**config.mk**
```make
export PLATFORM = sky130hd
export DESIGN_NAME = demux_1_to_16_buf_flat
export DESIGN_NICKNAME = d
export VERILOG_FILES = /design/src/rtl/demux_1_to_16_buf_pkg.sv /design/src/rtl/demux_1_to_16_buf_if.sv /design/src/rtl/demux_lane.sv /design/src/rtl/demux_1_to_16_buf.sv /design/src/flat_wrapper.sv
export SDC_FILE = /design/constraint.sdc
export NUM_CORES = 1
export LEC_CHECK = 0
export ABC_AREA = 1
export CAP_MARGIN = 20
export CORE_MARGIN = 1.5
export CORE_UTILIZATION = 52
export DETAILED_ROUTE_END_ITERATION = 6
export PLACE_DENSITY_LB_ADDON = 0.12
export SYNTH_ARGS = -nofsm -noshare
export SYNTH_HDL_FRONTEND = slang
export SYNTH_SLANG_ARGS = --single-unit
```
**constraint.sdc**
```tcl
create_clock -name clk -period 4.3 [get_ports clk]
set_input_delay 0.86 -clock clk [delete_from_list [all_inputs] [get_ports clk]]
set_output_delay 0.86 -clock clk [all_outputs]
set_load 0.03 [all_outputs]
```
**src/rtl/demux_1_to_16_buf_pkg.sv**
```systemverilog
// rtl/demux_1_to_16_buf_pkg.sv - shared constants, types and helpers for the 1-to-16 buffered demux
package demux_1_to_16_buf_pkg;

  // Number of holding lanes and the width of a lane index.
  localparam int LANES = 16;
  localparam int SEL_W = 4;

  typedef logic [SEL_W-1:0] lane_idx_t;
  typedef logic [LANES-1:0] lane_mask_t;

  // One-hot mask selecting a single lane.
  function automatic lane_mask_t lane_onehot(input lane_idx_t idx);
    lane_onehot = lane_mask_t'(1) << idx;
  endfunction

  // Scan pointer advance; the 4-bit width gives the 15 -> 0 wrap for free.
  function automatic lane_idx_t next_ptr(input lane_idx_t ptr);
    next_ptr = ptr + lane_idx_t'(1);
  endfunction

endpackage

```
**src/rtl/demux_1_to_16_buf_if.sv**
```systemverilog
// rtl/demux_1_to_16_buf_if.sv - upstream write port and downstream lane bus of the 1-to-16 demux
interface demux_1_to_16_buf_if #(
  parameter int N = 8
);
  import demux_1_to_16_buf_pkg::*;

  // Upstream word handshake and lane selection.
  logic [N-1:0]       in_data;
  logic               in_valid;
  logic               in_ready;
  lane_idx_t          Sel;
  logic               auto_inc;

  // Downstream lane contents, occupancy and per-lane acknowledge.
  logic [LANES*N-1:0] out_flat;
  lane_mask_t         out_full;
  lane_mask_t         out_ack;
  lane_idx_t          scan_ptr;

  // Producer/consumer side, seen from outside the demux.
  modport master (
    output in_data,
    output in_valid,
    output Sel,
    output auto_inc,
    output out_ack,
    input  in_ready,
    input  out_flat,
    input  out_full,
    input  scan_ptr
  );

  // The demux itself.
  modport slave (
    input  in_data,
    input  in_valid,
    input  Sel,
    input  auto_inc,
    input  out_ack,
    output in_ready,
    output out_flat,
    output out_full,
    output scan_ptr
  );

endinterface

```
**src/rtl/demux_lane.sv**
```systemverilog
// rtl/demux_lane.sv - one holding lane: N-bit data register plus full flag
module demux_lane #(
  parameter int N = 8
) (
  input  logic         clk,
  input  logic         rst_n,
  input  logic         wr_en,
  input  logic [N-1:0] wr_data,
  input  logic         ack,
  output logic [N-1:0] data,
  output logic         full
);

  // Data is only overwritten by a write; ack leaves the last word visible.
  always_ff @(posedge clk) begin
    if (!rst_n) begin
      data <= '0;
    end else if (wr_en) begin
      data <= wr_data;
    end
  end

  // Write sets the flag, ack of a held word clears it; ack on an empty lane is a no-op.
  // wr_en is only raised for an empty lane, so write and ack never collide here.
  always_ff @(posedge clk) begin
    if (!rst_n) begin
      full <= 1'b0;
    end else if (wr_en) begin
      full <= 1'b1;
    end else if (ack && full) begin
      full <= 1'b0;
    end
  end

endmodule

```
**src/rtl/demux_1_to_16_buf.sv**
```systemverilog
// rtl/demux_1_to_16_buf.sv - buffered 1-to-16 demux with explicit or auto-increment lane select
module demux_1_to_16_buf
  import demux_1_to_16_buf_pkg::*;
#(
  parameter int N = 8
) (
  input  logic              clk,
  input  logic              rst_n,
  demux_1_to_16_buf_if.slave bus
);

  lane_idx_t                 scan_ptr_q;
  lane_idx_t                 target;
  lane_mask_t                full_vec;
  lane_mask_t                wr_en;
  logic                      accept;
  logic [LANES-1:0][N-1:0]   lane_data;

  // Target lane is picked combinationally; Sel is never registered.
  always_comb begin
    target = scan_ptr_q;
    if (!bus.auto_inc) begin
      target = bus.Sel;
    end
  end

  // Ready only looks at the registered full flags, so an ack this cycle
  // cannot open the lane for a write in the same cycle.
  assign bus.in_ready = ~full_vec[target];
  assign accept       = bus.in_valid & bus.in_ready;
  assign wr_en        = accept ? lane_onehot(target) : '0;

  // Scan pointer moves only on an accepted auto-increment write.
  always_ff @(posedge clk) begin
    if (!rst_n) begin
      scan_ptr_q <= '0;
    end else if (accept && bus.auto_inc) begin
      scan_ptr_q <= next_ptr(scan_ptr_q);
    end
  end

  for (genvar i = 0; i < LANES; i++) begin : g_lane
    demux_lane #(
      .N(N)
    ) u_lane (
      .clk    (clk),
      .rst_n  (rst_n),
      .wr_en  (wr_en[i]),
      .wr_data(bus.in_data),
      .ack    (bus.out_ack[i]),
      .data   (lane_data[i]),
      .full   (full_vec[i])
    );
  end

  // Packed lane array flattens with lane i at bits [i*N +: N].
  assign bus.out_flat = lane_data;
  assign bus.out_full = full_vec;
  assign bus.scan_ptr = scan_ptr_q;

endmodule

```
**src/flat_wrapper.sv**
```systemverilog
// flat-port wrapper written by rule: the top's interface ports become plain ports
module demux_1_to_16_buf_flat import demux_1_to_16_buf_pkg::*;
#(
  parameter int N = 8
)
  (clk, rst_n, bus_in_data, bus_in_valid, bus_Sel, bus_auto_inc, bus_out_ack, bus_in_ready, bus_out_flat, bus_out_full, bus_scan_ptr);
  demux_1_to_16_buf_if #(.N(N)) bus_i ();
  input  logic clk;
  input  logic rst_n;
  input wire logic [$bits(bus_i.in_data)-1:0] bus_in_data;
  input wire logic [$bits(bus_i.in_valid)-1:0] bus_in_valid;
  input wire logic [$bits(bus_i.Sel)-1:0] bus_Sel;
  input wire logic [$bits(bus_i.auto_inc)-1:0] bus_auto_inc;
  input wire logic [$bits(bus_i.out_ack)-1:0] bus_out_ack;
  output wire logic [$bits(bus_i.in_ready)-1:0] bus_in_ready;
  output wire logic [$bits(bus_i.out_flat)-1:0] bus_out_flat;
  output wire logic [$bits(bus_i.out_full)-1:0] bus_out_full;
  output wire logic [$bits(bus_i.scan_ptr)-1:0] bus_scan_ptr;
  assign bus_i.in_data = bus_in_data;
  assign bus_i.in_valid = bus_in_valid;
  assign bus_i.Sel = bus_Sel;
  assign bus_i.auto_inc = bus_auto_inc;
  assign bus_i.out_ack = bus_out_ack;
  assign bus_in_ready = bus_i.in_ready;
  assign bus_out_flat = bus_i.out_flat;
  assign bus_out_full = bus_i.out_full;
  assign bus_scan_ptr = bus_i.scan_ptr;
  demux_1_to_16_buf #(.N(N)) u_core (.clk(clk), .rst_n(rst_n), .bus(bus_i));
endmodule
```
Yosys cells after proc, flatten, opt, wreduce, memory -nomap -nowiden --
Index checks and enable logic that the tools add are counted.
Operators by class: add/subtract/negate cells 1, multipliers 0, divide/modulo/power cells 0, order comparisons 1, eq/ne operators 0, shift operators 1, muxes and demuxes 36, bitwise gates (word level) 2, reductions and logical operators 33
Operators by type and width (count):
- 2-to-1 mux 1 bit | 33
- nonzero test 2 bit | 16
- logical AND 1 bit | 17
- 2-to-1 mux 16 bit | 1
- << shifter 1 x 4 -> 16 bit, first input constant | 1
- less-than comparator 4 x 5 -> 1 bit, second input constant | 1
- adder 4 x 1 -> 4 bit, second input constant | 1
- binary-select mux 1 bit (select 4 bit) | 1
- 2-to-1 mux 4 bit | 1
- bitwise AND 1 bit | 1
- NOT 1 bit | 1
Storage, ports and cells: flip-flop bits (word level) 148, latch bits 0, memory bits (writable) 0, ROM bits 0, bits of input ports 32, output and inout port bits 149, word-level logic and storage cells 107, memories kept 0

Logic depth before layout (Yosys ltp) --
depth after elaboration 7, depth in mapped cells 16, depth with buffers taken out 15

Modules after synthesis --
A second synthesis with hierarchy kept.
Second synthesis, totals: cell total of the unflattened synthesis 742, area, all modules 5606.6 um^2
By module, submodules not included:
- demux_lane | instances 16, cells an instance 38, area each 304.0 um^2, sequential area each 180.2 um^2
- demux_1_to_16_buf | instances 1, cells an instance 134, area each 742.0 um^2, sequential area each 80.1 um^2

Least setup slack after synthesis --
OpenSTA, ideal clock, no wires.
path kind input port to output port, start point input port bus_auto_inc, end point output port bus_in_ready, arrival time 1977 ps, required time 3440 ps, path slack 1463 ps, stages on the path 7, path buffers 1, path through buf_6 o21ai_4 inv_4 nand2_1 nand2_4 nand2_2 nand2_2
On the way: cells in the longest elaborated chain, start to end 4
RTL lines:
- start: declaration | line flat_wrapper.sv:13 | input wire logic [$bits(bus_i.auto_inc)-1:0] bus_auto_inc;
- 2-to-1 mux 4 bit | line demux_1_to_16_buf.sv:22 | if (!bus.auto_inc) begin
- binary-select mux 1 bit (select 4 bit) | line demux_1_to_16_buf.sv:29 | assign bus.in_ready = ~full_vec[target];
- 2-to-1 mux 1 bit (not written as such) | line demux_1_to_16_buf.sv:29
- NOT 1 bit | line demux_1_to_16_buf.sv:29
- end: declaration | line flat_wrapper.sv:15 | output wire logic [$bits(bus_i.in_ready)-1:0] bus_in_ready;
Every way passes these cells. The select of a mux whose other input is x is not followed.

Worst setup path in the final report --
Same ends and word-level chain as after synthesis.

==> metrics <==
status finished, final reports clean; hold violation count in the final report 0; hold_ws 0.442 ns; Ports 181; Tmin final 3.89 ns; hold depth 2; Post-synth EDFFs 0; hold_buf cts 0; Syn Nets 790; largest net degree at the start of global routing 67; initial antenna violation count 0; root buf cell clkbuf_16; share of post-route cells with drive strength above 1 11.1%; Final ANT Viol Nets 0; hpwl dp 12.0 mm; sequential area share after synthesis 46.7%; Seq pwr share 44.7%; Avg Cell Area, Syn 8.39 um2; drt total wl 18.1 mm; Via density 5.46; max incr delay on CP 0.91 ns; final setup vio count 0; via count 5776; Sw Pwr 0.000834 W; Leak 2.82 nW; worst-margin pin slew 0.990 ns; Hold Crit Class reg2reg; number of DRC markers in iteration 0 437; critical path startpoint category input pin; crit-path most repeated cell nand2_1; Final Cycle Share 90.4%; critical path arrival 3.03 ns; WP buf/inv 2; min-delay src u_core.g_lane[3].u_lane.data[6]; ys flop type dfxtp_1; post-synth top area cell dfxtp_1; Fmax 0.257 GHz; Skew-Pair Late Insertion Delay 0.42 ns; first-pass GRT wire length 27.9 mm; Power Density 373 nW/um2; chip height 113 um; area grow syn2layout 33.8%; skew final 0.00721 ns; cts bufs inserted 17; Rows 40; post-CTS sizing 0; Slew Limit Fails 0; PortBufs 180; GRT Total Usage 28.0%; CTS HTree Levels 4; GPL Wtd Cong 0.922; ANT cells 0; Max clock buf depth 2; Mapped Area 6350 um2; clock slew at reported path FFs 0.06 ns; Synth cell types 32; synth top area cells dfxtp_1, a21oi_1, nand4_1; share of flip-flops with an asynchronous set or reset 0%; sw frac 26.4%; die width 113 um; VDD IR-drop max 0.274 mV; RR Startpoint u_core.bus.scan_ptr[0]; slowest CP cell clkdlybuf4s50_1; clk sinks 148; Post-synth top cells dfxtp_1, a21oi_1, nand2_1; number of global-route vias before repair 5349; MaxCap Viol Count 0; initial core utilization 53.1%; Crit. End Element output pin; most frequent cell after synthesis dfxtp_1; design internal power 0.00233 W; Hold Path Sink u_core.g_lane[3].u_lane.data[6]; DR pass1 iterations 5; drt wl/cell 17.1 um; worst-case reg-to-reg path depth 11; RSZ-0062 raised after global routing no; CP Cell Sequence clkdlybuf4s50_1 -> nand2_4 -> nand2_4 -> nand2_1 -> nand2_1 -> nand2_1 -> nand2_1 -> nand2_1 -> nand2_4 -> nand2_2 -> nand2_2 -> buf_4; Combinational Power Share 12.1%; setup TNS 0 ns; Max transition margin 33.8%; synthesized flop and latch total 148; reg2reg end u_core.g_lane[15].u_lane.data[7]; GRT overflow 0; CTS tree done; DRC 0; Core Footprint 12000 um2; CP max FO 10; die area 12900 um2; setup bufs post-CTS 0; Clock power frac 43.2%; Core Util, Final 71.0%; critical path type in2out; FF-to-FF setup slack 1.90 ns; Cells after Synth 757; fin nets 930; Synth Warn # 0; worst path required time 3.44 ns; Top delay family on crit path buffers and inverters; Synth top area share 46.7%
## power groups by stage
stage	registers (W)	clock network, W	logic [W]
after global routing	0.00141	0.00144	0.000408
after global placement	0.00144	0	0.000368
after floorplan	0.00149	0	0.000215
final	0.00141	0.00137	0.000383
after detailed placement	0.00144	0	0.000377
after CTS	0.00141	0.00138	0.000380
## cells in the final DEF (no fill, tap or decap), types with 7 or more instances in the layout
master	count
clkdlybuf4s50_1	177
nand4_1	66
dfxtp_1	148
a21oi_1	138
o21ai_0	58
nand4_4	8
clkbuf_16	17
a21oi_2	8
nand2_1	107
or2_2	13
buf_4	7
inv_1	88
nand3_1	7
nor2_4	7
## per-stage QoR
| step | setup slack, ns | power, W | std cells | instance area [um2] |
|---|---|---|---|---|
| floorplan | 1.46 | 0.00170 | 757 | 6350 |
| global placement | 0.523 | 0.00181 | 1025 | 7940 |
| detailed placement | 0.445 | 0.00182 | 1025 | 7940 |
| CTS | 0.429 | 0.00318 | 1057 | 8490 |
| global route | 0.295 | 0.00327 | 1057 | 8490 |
| finish | 0.411 | 0.00316 | 1057 | 8490 |
## worst max path at each step
stage                 start      endpoint  cells after the start
4_1_cts        bus_auto_inc  bus_in_ready                     12
6_report       bus_auto_inc  bus_in_ready                     12
2_1_floorplan  bus_auto_inc  bus_in_ready                      7
5_1_grt        bus_auto_inc  bus_in_ready                     12
3_5_place_dp   bus_auto_inc  bus_in_ready                     12
3_3_place_gp   bus_auto_inc  bus_in_ready                      9
## registers in the layout (all words and copies together), names as in the netlist
signal,count
u_core.bus.scan_ptr,4
u_core.g_lane.u_lane.data,128
u_core.g_lane.u_lane.full,16
## routing by layer
metal	wire length [um]	vias to the layer above	track usage, %
met5	0	-	0
li1	-	2818	-
met3	1400	28	6.59
met2	8590	250	45.8
met4	323	0	9.83
met1	7760	2680	36.4
## cell families (layout without fill, tap and decap cells)
logic type                 after synthesis  in the layout  share of synthesized area (%)
buffers and inverters                  157            310                           12.3
DFF                                    148            148                           46.7
AOI/OAI and AO/OA                      214            214                           17.9
adders and majority gates                1              1                          0.197
xor gates and xnor gates                 1              1                          0.138
and+or+nand+nor                        236            236                           22.7
## area by class of cell
type                    count  area, um2
fillers                   920       3470
clock inverters             7       47.5
well taps                 147        184
flip-flops and latches    148       2960
repair buffers            185       1830
multi-input cells         452       2600
inverters                  93        359
clock buffers              25        505
## worst register-to-register path, cell delays in order, from the launching register on
cell and delay (ns):
dfxtp_1 0.45, nand2_4 0.13, nand2_4 0.17, nand2_1 0.06, o21ai_0 0.08, nand2_1 0.08, nand3_1 0.09, nand3_2 0.11
inv_4 0.49, buf_4 0.34, nand4_1 0.11, a21oi_1 0.22
No activity file was read; power rests on OpenSTA's default activity.
